File: src/rtl/pipeline_stall_ctrl_if.sv
// Handshake bundle between the hazard logic and the pipeline stall/flush sequencer.
// The master drives the hazard flags; the slave (the sequencer) returns the pipeline controls.
interface pipeline_stall_ctrl_if;
   logic        init;
   logic        load_use;
   logic        md_req;
   logic        md_dep;
   logic        branch_taken;
   logic        pc_write;
   logic        ifid_write;
   logic        ifid_flush;
   logic        idex_bubble;
   logic        md_busy;
   logic        md_done;
   logic [31:0] stall_cnt;
   logic [31:0] flush_cnt;

   modport master (
      output init, load_use, md_req, md_dep, branch_taken,
      input  pc_write, ifid_write, ifid_flush, idex_bubble, md_busy, md_done,
      input  stall_cnt, flush_cnt
   );

   modport slave (
      input  init, load_use, md_req, md_dep, branch_taken,
      output pc_write, ifid_write, ifid_flush, idex_bubble, md_busy, md_done,
      output stall_cnt, flush_cnt
   );
endinterface

File: src/rtl/pipeline_stall_ctrl.sv
// Stall/flush sequencer for the 5-stage MIPS32 pipeline: merges load-use, MUL/DIV latency and
// branch flushes. Define STALL_STATS_EN to build the saturating stall/flush statistics counters.
module pipeline_stall_ctrl #(
   parameter int MD_LATENCY = 32,
   parameter int CNT_W      = 8
) (
   input  logic               clk,
   input  logic               rst_n,
   pipeline_stall_ctrl_if.slave bus
);

   typedef enum logic {ST_RUN, ST_BUSY} state_t;

   localparam logic [CNT_W-1:0] LP_RELOAD = CNT_W'(MD_LATENCY - 1);

   state_t           r_state;
   state_t           w_next_state;
   logic [CNT_W-1:0] r_cnt;
   logic [CNT_W-1:0] w_next_cnt;

   logic w_md_busy;
   logic w_md_done;
   logic w_blk;
   logic w_stall;
   logic w_flush;
   logic w_accept;

   // Everything below is combinational on registered state so a hazard is acted on the cycle it is flagged.
   assign w_md_busy = (r_state == ST_BUSY);
   assign w_md_done = w_md_busy && (r_cnt == '0);
   assign w_blk     = w_md_busy && !w_md_done && (bus.md_req || bus.md_dep);
   assign w_stall   = (bus.load_use || w_blk) && !bus.branch_taken && !bus.init;
   assign w_flush   = bus.branch_taken && !bus.init;
   assign w_accept  = bus.md_req && !w_stall && !w_flush && !bus.init;

   assign bus.pc_write    = !w_stall;
   assign bus.ifid_write  = !w_stall;
   assign bus.ifid_flush  = w_flush;
   assign bus.idex_bubble = w_stall || w_flush;
   assign bus.md_busy     = w_md_busy;
   assign bus.md_done     = w_md_done;

   always_ff @(posedge clk or negedge rst_n) begin
      if (!rst_n) begin
         r_state <= ST_RUN;
         r_cnt   <= '0;
      end else begin
         r_state <= w_next_state;
         r_cnt   <= w_next_cnt;
      end
   end

   always_comb begin
      w_next_state = r_state;
      w_next_cnt   = r_cnt;
      if (bus.init) begin
         w_next_state = ST_RUN;
         w_next_cnt   = '0;
      end else begin
         unique case (r_state)
            ST_RUN: begin
               if (w_accept) begin
                  w_next_state = ST_BUSY;
                  w_next_cnt   = LP_RELOAD;
               end
            end
            ST_BUSY: begin
               if (r_cnt != '0) begin
                  w_next_cnt = r_cnt - CNT_W'(1);
               end else if (w_accept) begin
                  // Back-to-back issue in the result cycle keeps the unit busy.
                  w_next_cnt = LP_RELOAD;
               end else begin
                  w_next_state = ST_RUN;
               end
            end
            default: begin
               w_next_state = ST_RUN;
               w_next_cnt   = '0;
            end
         endcase
      end
   end

`ifdef STALL_STATS_EN
   logic [31:0] r_stall_cnt;
   logic [31:0] r_flush_cnt;

   always_ff @(posedge clk or negedge rst_n) begin
      if (!rst_n) begin
         r_stall_cnt <= '0;
         r_flush_cnt <= '0;
      end else begin
         if (w_stall && (r_stall_cnt != 32'hFFFF_FFFF)) r_stall_cnt <= r_stall_cnt + 32'd1;
         if (w_flush && (r_flush_cnt != 32'hFFFF_FFFF)) r_flush_cnt <= r_flush_cnt + 32'd1;
      end
   end

   assign bus.stall_cnt = r_stall_cnt;
   assign bus.flush_cnt = r_flush_cnt;
`else
   assign bus.stall_cnt = '0;
   assign bus.flush_cnt = '0;
`endif

endmodule

File: src/flat_wrapper.sv
// flat-port wrapper written by rule: the top's interface ports become plain ports
module pipeline_stall_ctrl_flat 
#(
   parameter int MD_LATENCY = 32,
   parameter int CNT_W      = 8
)
  (clk, rst_n, bus_init, bus_load_use, bus_md_req, bus_md_dep, bus_branch_taken, bus_pc_write, bus_ifid_write, bus_ifid_flush, bus_idex_bubble, bus_md_busy, bus_md_done, bus_stall_cnt, bus_flush_cnt);
  pipeline_stall_ctrl_if bus_i ();
  input  logic clk;
  input  logic rst_n;
  input wire logic [$bits(bus_i.init)-1:0] bus_init;
  input wire logic [$bits(bus_i.load_use)-1:0] bus_load_use;
  input wire logic [$bits(bus_i.md_req)-1:0] bus_md_req;
  input wire logic [$bits(bus_i.md_dep)-1:0] bus_md_dep;
  input wire logic [$bits(bus_i.branch_taken)-1:0] bus_branch_taken;
  output wire logic [$bits(bus_i.pc_write)-1:0] bus_pc_write;
  output wire logic [$bits(bus_i.ifid_write)-1:0] bus_ifid_write;
  output wire logic [$bits(bus_i.ifid_flush)-1:0] bus_ifid_flush;
  output wire logic [$bits(bus_i.idex_bubble)-1:0] bus_idex_bubble;
  output wire logic [$bits(bus_i.md_busy)-1:0] bus_md_busy;
  output wire logic [$bits(bus_i.md_done)-1:0] bus_md_done;
  output wire logic [$bits(bus_i.stall_cnt)-1:0] bus_stall_cnt;
  output wire logic [$bits(bus_i.flush_cnt)-1:0] bus_flush_cnt;
  assign bus_i.init = bus_init;
  assign bus_i.load_use = bus_load_use;
  assign bus_i.md_req = bus_md_req;
  assign bus_i.md_dep = bus_md_dep;
  assign bus_i.branch_taken = bus_branch_taken;
  assign bus_pc_write = bus_i.pc_write;
  assign bus_ifid_write = bus_i.ifid_write;
  assign bus_ifid_flush = bus_i.ifid_flush;
  assign bus_idex_bubble = bus_i.idex_bubble;
  assign bus_md_busy = bus_i.md_busy;
  assign bus_md_done = bus_i.md_done;
  assign bus_stall_cnt = bus_i.stall_cnt;
  assign bus_flush_cnt = bus_i.flush_cnt;
  pipeline_stall_ctrl #(.MD_LATENCY(MD_LATENCY), .CNT_W(CNT_W)) u_core (.clk(clk), .rst_n(rst_n), .bus(bus_i));
endmodule
File: config.mk
export PLATFORM = sky130hd
export DESIGN_NAME = pipeline_stall_ctrl_flat
export DESIGN_NICKNAME = d
export VERILOG_FILES = /design/src/rtl/pipeline_stall_ctrl_if.sv /design/src/rtl/pipeline_stall_ctrl.sv /design/src/flat_wrapper.sv
export SDC_FILE = /design/constraint.sdc
export NUM_CORES = 1
export LEC_CHECK = 0
export CAP_MARGIN = 20
export CORE_UTILIZATION = 38
export DETAILED_ROUTE_END_ITERATION = 12
export PLACE_DENSITY_LB_ADDON = 0.2
export SKIP_CTS_REPAIR_TIMING = 1
export SYNTH_ARGS = -nofsm -noshare
export SYNTH_HDL_FRONTEND = slang
export SYNTH_SLANG_ARGS = --single-unit
File: constraint.sdc
create_clock -name clk -period 6.86 [get_ports clk]
set_clock_uncertainty 0.2 [all_clocks]
set_input_delay 1.372 -clock clk [delete_from_list [all_inputs] [get_ports clk]]
set_output_delay 1.372 -clock clk [all_outputs]
set_load 0.03 [all_outputs]
== Yosys cells after proc, flatten, opt, wreduce, memory -nomap -nowiden ==
Index checks and enable logic that the tools add are counted.

* Output and inout bits: 70
* Input bits: 7
* Register bits after elaboration: 9
* Logic and storage cells: 31

* Bitwise logic cells: 1
* Reduce and logical (&&, ||, !) cells: 19
* $add $sub $neg: 1
* Multiplexer cells: 8

{| class="wikitable"
|+ Operators by type and width
! operator !! number
|-
| 8-bit 2-to-1 mux || 3
|-
| 8-bit one-hot mux with 2 select lines || 1
|-
| 1-bit logical AND || 9
|-
| 8-bit logical NOT || 1
|-
| 8-bit nonzero test || 1
|-
| 8-bit by 1-bit subtractor with 8-bit output, second input constant || 1
|-
| 1-bit logical NOT || 5
|-
| 1-bit logical OR || 3
|-
| 1-bit 2-to-1 mux || 3
|-
| 1-bit one-hot mux with 2 select lines || 1
|-
| 1-bit inverter || 1
|}

== Longest topological paths before layout ==
Gate-level depths: netlist of run 1.

* Depth in word-level cells: 16
* Mapped depth: 7
* Mapped depth without buffers: 6

== Worst setup path before layout of run 1 ==
Ideal clock, no wire load.

* Path kind: input to output
* From: in bus_init
* To: out bus_pc_write
* Setup slack: 3119 ps
* Arrival time: 2169 ps
* Buffers on the path: 2
* Required time: 5288 ps
* Stages on the path: 3
* Cells stage by stage: clkbuf_1 a211o_1 buf_4

* Longest elaborated chain between the ends: 3

{| class="wikitable"
|+ RTL lines
! element !! line !! source
|-
| start: declaration || flat_wrapper.sv:11 || <nowiki>input wire logic [$bits(bus_i.init)-1:0] bus_init;</nowiki>
|-
| 1-bit logical NOT || pipeline_stall_ctrl.sv:32 || <nowiki>assign w_stall = (bus.load_use || w_blk) && !bus.branch_taken && !bus.init;</nowiki>
|-
| 1-bit logical AND || pipeline_stall_ctrl.sv:32 ||
|-
| 1-bit logical NOT || - ||
|-
| end: declaration || flat_wrapper.sv:16 || <nowiki>output wire logic [$bits(bus_i.pc_write)-1:0] bus_pc_write;</nowiki>
|}

No other way between the ends.

== Worst setup path in the final report of run 1 ==
* From: in bus_init
* To: out bus_ifid_write

* Longest elaborated chain between the ends: 3

{| class="wikitable"
|+ RTL lines
! element !! line !! source
|-
| 1-bit logical NOT || pipeline_stall_ctrl.sv:32 ||
|-
| 1-bit logical AND || pipeline_stall_ctrl.sv:32 ||
|-
| 1-bit logical NOT || pipeline_stall_ctrl.sv:37 || <nowiki>assign bus.ifid_write = !w_stall;</nowiki>
|-
| end: declaration || flat_wrapper.sv:17 || <nowiki>output wire logic [$bits(bus_i.ifid_write)-1:0] bus_ifid_write;</nowiki>
|}

No other way between the ends.

==> impl_metrics.env, run 1 <==
export IMPL_p_sw_share_pct=48.0
export IMPL_nFillCells=291
export IMPL_holdWs_ns=0.379
export IMPL_worst_ep_required_time_ns=5.29
export IMPL_overflow=0
export IMPL_cts_tree="yes"
export IMPL_grt_setup_unrepaired="no"
export IMPL_min_period_over_period_pct=66.6
export IMPL_critical_path_top_delay_family="buffers and inverters"
export IMPL_syn_area_um2=1090
export IMPL_yosysWarnings=0
export IMPL_final_seq_area_um2=225
export IMPL_cp_num_buf_inv=2
export IMPL_grtUsageTotal_pct=9.81
export IMPL_drc_errors=0
export IMPL_p_seq_share_pct=33.2
export IMPL_slew_limit_headroom_pct=61.6
export IMPL_rr_worst_depth=6
export IMPL_layout_drive_gt1_share_pct=7.91
export IMPL_powerDensity_nw_per_um2=172
export IMPL_synth_seq_cells=9
export IMPL_cp_num_cells=3
export IMPL_die_h_um=55.5
export IMPL_outcome="finished, final reports clean"
export IMPL_wl_um=1500
export IMPL_p_switching_mw=0.0833
export IMPL_cpPeakStageDelay_ns=0.64
export IMPL_coreArea_um2=2730
export IMPL_worstPathArrival_ns=3.00
export IMPL_min_period_ns=4.57
export IMPL_grt_pass1_wl_um=2350
export IMPL_cts_sinks=9
export IMPL_hold_path_startpoint="u_core.r_cnt[0]"
export IMPL_grt_pass1_vias=498
export IMPL_min_path_cells=1
export IMPL_synth_cell_types=34
export IMPL_vdd_drop_max_mv=0.0911
export IMPL_grt_max_degree=15
export IMPL_wl_per_cell_um=8.82
export IMPL_worst_pin_slew_ns=0.574
export IMPL_hold_end="u_core.r_cnt[0]"
export IMPL_multi_input_area_um2=589
export IMPL_drt_pass1_iter_count=4
export IMPL_cp_start_kind="primary input"
export IMPL_synth_cells=127
export IMPL_slowest_stage="clkdlybuf4s50_1"
export IMPL_antenna_cells=0
export IMPL_die_w_um=55.5
export IMPL_finalMaxSlewViolations=0
export IMPL_p_int_mw=0.0902
export IMPL_drt_iter0_drc=7
export IMPL_row_count=19
export IMPL_leakagePower_nw=0.505
export IMPL_antenna_found_initial=0
export IMPL_place_congestion=0.743
export IMPL_syn_avg_cell_area_um2=8.55
export IMPL_layout_cells_non_filler=170
export IMPL_h_tree_depth=1
export IMPL_rrSetupSlack_ns=4.93
export IMPL_io_buffers=12
export IMPL_via_per_inst=3.89
export IMPL_seq_area_frac_synth_pct=20.7
export IMPL_vias=662
export IMPL_path_cells="clkdlybuf4s50_1, a211o_1, clkdlybuf4s50_1"
export IMPL_crit_path_frequent_cell="clkdlybuf4s50_1"
export IMPL_clk_path_buf_depth=2
export IMPL_finalSetupTns_ns=0
export IMPL_worstReg2RegEnd="u_core.r_cnt[1]"
export IMPL_syn2layout_area_growth_pct=-6.91
export IMPL_root_buffer="clkbuf_4"
export IMPL_fin_util_pct=37.0
export IMPL_r2r_start="u_core.r_cnt[0]"
export IMPL_die_area_um2=3080
export IMPL_initial_utilization_pct=39.7
export IMPL_power_frac_comb_pct=42.6
export IMPL_clk_latency_ns=0.26
export IMPL_ios=77
export IMPL_crit_path_end_kind="primary output"
export IMPL_drv_cap=0
export IMPL_clockPowerShare_pct=24.2
export IMPL_crit_type="in -> out"
export IMPL_crit_fanout=14
export IMPL_power_mw=0.174
export IMPL_finalHoldViolations=0
export IMPL_ant_nets=0
export IMPL_worst_hold_path_type="reg -> reg"
export IMPL_setup_viol=0
export IMPL_cts_buffers=3
export IMPL_place_inst=166
export IMPL_max_freq_mhz=219
export IMPL_cts_clk_slew_worst_paths_ns=0.06
export IMPL_layout_nets=148
export IMPL_dp_hpwl_um=1180
==> worst register-to-register path, cell delays in order (launching register included) <==
cell	delay [ns]
dfrtp_1	0.43
inv_1	0.08
ha_1	0.18
nor3b_2	0.42
a21boi_2	0.20
nor3_1	0.21
a211oi_1	0.07
==> power groups by stage <==
stage / Clock, mW / Combinational, mW / Sequential [mW]
2_1_floorplan: 0 / 0.0916 / 0.0580
3_3_place_gp: 0 / 0.0732 / 0.0584
3_5_place_dp: 0 / 0.0735 / 0.0585
4_1_cts: 0.0437 / 0.0736 / 0.0575
5_1_grt: 0.0454 / 0.0784 / 0.0580
6_report: 0.0421 / 0.0739 / 0.0576
==> flip-flops by register name, indices dropped and copies added (netlist names) <==
signal              count
u_core.r_cnt            8
u_core.bus.md_busy      1
==> layout make-up <==
class / instances / area share (%)
Multi-Input combinational cell: 111 / 58.3
Sequential cell: 9 / 22.3
Timing Repair Buffer: 12 / 11.9
Tap cell: 31 / 3.84
Clock buffer: 4 / 2.60
Inverter: 3 / 1.11
==> kinds of logic after synthesis <==
group	count (synthesis)	share of synthesized area, %
xor+xnor	1	0.807
mux	1	0.922
fa+ha+maj	1	1.15
flops	9	20.7
buf+inv	70	46.8
simple gates	25	16.5
compound gates	19	12.8
other cells	1	0.345
==> how the worst max path moves through the flow <==
stage / from / end / slack [ns]
after floorplan: bus_init / bus_pc_write / 3.12
after CTS: bus_init / bus_ifid_write / 2.28
after global routing: bus_init / bus_pc_write / 2.21
after detailed placement: bus_init / bus_ifid_write / 2.28
after global placement: bus_init / bus_pc_write / 2.30
final: bus_init / bus_ifid_write / 2.29
==> synth_stat cells <==
library cell	number	area, µm²
a211oi_1	4	30.0
and2b_2	1	8.76
a21bo_4	1	16.3
nand3b_1	2	15.0
a21oi_1	4	20.0
o21a_1	1	7.51
mux2i_1	1	10.0
a311oi_1	1	8.76
ha_1	1	12.5
nor4_2	1	12.5
a211o_1	1	8.76
nor2b_1	3	18.8
a21boi_2	1	11.3
or3_1	1	6.26
o21ai_1	1	5.00
o21ai_0	1	5.00
a31oi_1	3	18.8
nand3_1	3	15.0
nor2_1	3	11.3
clkbuf_1	1	3.75
inv_1	3	11.3
nor3b_2	1	12.5
nor3_1	5	25.0
dfrtp_1	9	225
buf_4	65	488
buf_2	1	5.00
nand2_1	1	3.75
conb_1	1	3.75
o31ai_1	1	7.51
xnor2_1	1	8.76
nor4b_2	1	15.0
nor4_4	1	21.3
nand2b_1	1	6.26
and3_2	1	7.51
==> routing by layer <==
| metal | track usage (%) | vias to the layer above | wire, µm |
|---|---|---|---|
| li1 | - | 326 | - |
| met1 | 12.4 | 303 | 653 |
| met2 | 15.0 | 31 | 734 |
| met3 | 4.92 | 2 | 105 |
| met4 | 2.14 | 0 | 6 |
| met5 | 0 | - | 0 |
==> metrics by stage <==
stage,setup slack (ns),area (µm²)
3_5_place_dp,2.28,985
2_1_floorplan,3.12,1320
6_report,2.29,1010
3_3_place_gp,2.30,985
5_1_grt,2.21,1010
4_1_cts,2.28,1010
==> placed cells by master (no fill, tap or decap), types with 2 or more instances in the layout <==
cell / n
nor3_1: 5
conb_1: 64
nor2_1: 3
a21oi_1: 4
clkbuf_4: 3
inv_1: 3
nand3b_1: 2
dfrtp_1: 9
nor2b_1: 3
nand3_1: 3
a211oi_1: 4
a31oi_1: 3
clkdlybuf4s50_1: 12
Power figures use the tool's default switching activity.
==> inputs of run 2 (changes only) <==
--- a/config.mk
+++ b/config.mk
@@ -6,7 +6,7 @@
 export NUM_CORES = 1
 export LEC_CHECK = 0
 export CAP_MARGIN = 20
-export CORE_UTILIZATION = 38
+export CORE_UTILIZATION = 35
 export DETAILED_ROUTE_END_ITERATION = 12
 export PLACE_DENSITY_LB_ADDON = 0.2
 export SKIP_CTS_REPAIR_TIMING = 1
==> constraint.sdc (replaced) <==
create_clock -name clk -period 4.32 [get_ports clk]
set_clock_uncertainty 0.2 [all_clocks]
set_input_delay 0.864 -clock clk [delete_from_list [all_inputs] [get_ports clk]]
set_output_delay 0.864 -clock clk [all_outputs]
set_load 0.03 [all_outputs]
==> run 2 against run 1 <==
Compared with the run above:
- the run now ends with design-rule violations left
- non-clock buffer count is the same
- sequential share of layout area is the same
- final area is the same
- clock-buffer cell count is the same
- flip-flop and latch count is the same
- cell count unchanged
- setup slack worse by 1.7 ns
- critical path type is now reg -> out
- largest power group unchanged
==> impl_metrics.env, run 2 (synthesized netlist as in run 1, its figures left out) <==
export IMPL_outcome="finished with violations"
export IMPL_violations="design-rule violations"
export IMPL_layout_nets=148
export IMPL_dp_worst_setup_slack_ns=0.742
export IMPL_grt_pass1_wl_um=2750
export IMPL_finalSetupTns_ns=0
export IMPL_die_area_um2=3330
export IMPL_setup_viol=0
export IMPL_max_freq_mhz=270
export IMPL_nFillCells=286
export IMPL_worst_pin_slew_ns=0.573
export IMPL_final_cell_mix="conb_1, clkdlybuf4s50_1, dfrtp_1"
export IMPL_finalMaxSlewViolations=0
export IMPL_layout_cells_non_filler=170
export IMPL_worst_ep_required_time_ns=3.26
export IMPL_drv_cap=0
export IMPL_clk_latency_ns=0.26
export IMPL_critPathCapture="bus_ifid_write"
export IMPL_crit_type="reg -> out"
export IMPL_largest_reg_flops=8
export IMPL_largest_register="u_core.r_cnt"
export IMPL_grtUsageTotal_pct=10.4
export IMPL_wl_per_cell_um=9.88
export IMPL_io_buffers=12
export IMPL_cts_sinks=9
export IMPL_cts_buffers=3
export IMPL_overflow=0
export IMPL_fin_ws_ns=0.622
export IMPL_drc_errors=4
export IMPL_initial_utilization_pct=38.1
export IMPL_min_period_over_period_pct=85.6
export IMPL_antenna_cells=0
export IMPL_syn2layout_area_growth_pct=-6.91
export IMPL_drt_pass1_iter_count=10
export IMPL_vias=692
export IMPL_rr_worst_depth=6
export IMPL_multi_input_area_um2=589
export IMPL_cp_start_kind="flip-flop"
export IMPL_grt_pass1_vias=565
export IMPL_finalHoldViolations=0
export IMPL_antenna_found_initial=0
export IMPL_slew_limit_headroom_pct=61.7
export IMPL_place_inst=166
export IMPL_via_per_inst=4.07
export IMPL_crit_fanout=7
export IMPL_rrSetupSlack_ns=2.30
export IMPL_final_common_cell="conb_1"
export IMPL_vdd_drop_max_mv=0.105
export IMPL_die_h_um=57.7
export IMPL_fin_util_pct=35.4
export IMPL_final_seq_area_um2=225
export IMPL_dp_hpwl_um=1310
export IMPL_die_w_um=57.7
export IMPL_wl_um=1680
export IMPL_grt_max_degree=15
export IMPL_powerDensity_nw_per_um2=273
export IMPL_row_count=19
export IMPL_ant_nets=0
export IMPL_worstPathArrival_ns=2.63
export IMPL_root_buffer="clkbuf_4"
export IMPL_cts_clk_slew_worst_paths_ns=0.06
export IMPL_holdWs_ns=0.369
export IMPL_place_congestion=0.768
export IMPL_r2r_start="u_core.r_cnt[0]"
export IMPL_clk_path_buf_depth=2
export IMPL_coreArea_um2=2850
export IMPL_worstReg2RegEnd="u_core.r_cnt[0]"
export IMPL_min_period_ns=3.70
export IMPL_grt_setup_unrepaired="no"
export IMPL_worst_hold_path_type="reg -> reg"
export IMPL_layout_drive_gt1_share_pct=7.91
export IMPL_h_tree_depth=1
export IMPL_cts_tree="yes"
export IMPL_leakagePower_nw=0.505
export IMPL_drt_iter0_drc=9
export IMPL_ios=77
export IMPL_crit_path_end_kind="primary output"
export IMPL_worstSetupStartpoint="u_core.r_cnt[0]"
-- run 2: cell counts in the layout (fill, tap and decap cells not counted) --
Identical to the previous run, type by type.
-- run 2: cell type report --
class                           count  share of cell area (%)
Timing Repair Buffer               12                    11.9
Clock buffer                        4                    2.60
Sequential cell                     9                    22.3
Inverter                            3                    1.11
Multi-Input combinational cell    111                    58.3
Tap cell                           31                    3.84
-- run 2: power breakdown --
part           internal (mW)  total, mW  leakage [nW]  switching (mW)
Combinational         0.0207      0.118         0.366          0.0972
Clock                 0.0357     0.0668        0.0150          0.0311
Sequential            0.0869     0.0916         0.124         0.00470
Total                  0.143      0.276         0.505           0.133
-- run 2: through the flow --
stage,total power [mW],area (µm²)
floorplan,0.238,1320
global placement,0.209,985
detailed placement,0.210,985
CTS,0.280,1010
global route,0.293,1010
finish,0.276,1010
-- run 2: layer usage --
metal  vias to the layer above  GRT usage, %  share of wire (%)
li1                        327             -                  -
met1                       323          13.5                 44
met2                        42          17.4                 49
met3                         0          3.13                7.4
met4                         0          2.04                  0
met5                         -             0                  0
-- run 2: worst max-delay path: stages, from the launching register on --
cell	delay, ns
dfrtp_1	0.43
inv_1	0.09
ha_1	0.19
nor3b_2	0.46
a21boi_2	0.20
o21ai_1	0.16
a211o_1	0.16
clkdlybuf4s50_1	0.67
-- run 2: worst min path at each step --
stage                    startpoint         endpoint  cells past startpoint
floorplan           u_core.r_cnt[0]  u_core.r_cnt[0]                      1
global placement    u_core.r_cnt[0]  u_core.r_cnt[0]                      1
detailed placement  u_core.r_cnt[0]  u_core.r_cnt[0]                      1
CTS                 u_core.r_cnt[0]  u_core.r_cnt[0]                      1
global route        u_core.r_cnt[0]  u_core.r_cnt[0]                      1
finish              u_core.r_cnt[0]  u_core.r_cnt[0]                      1
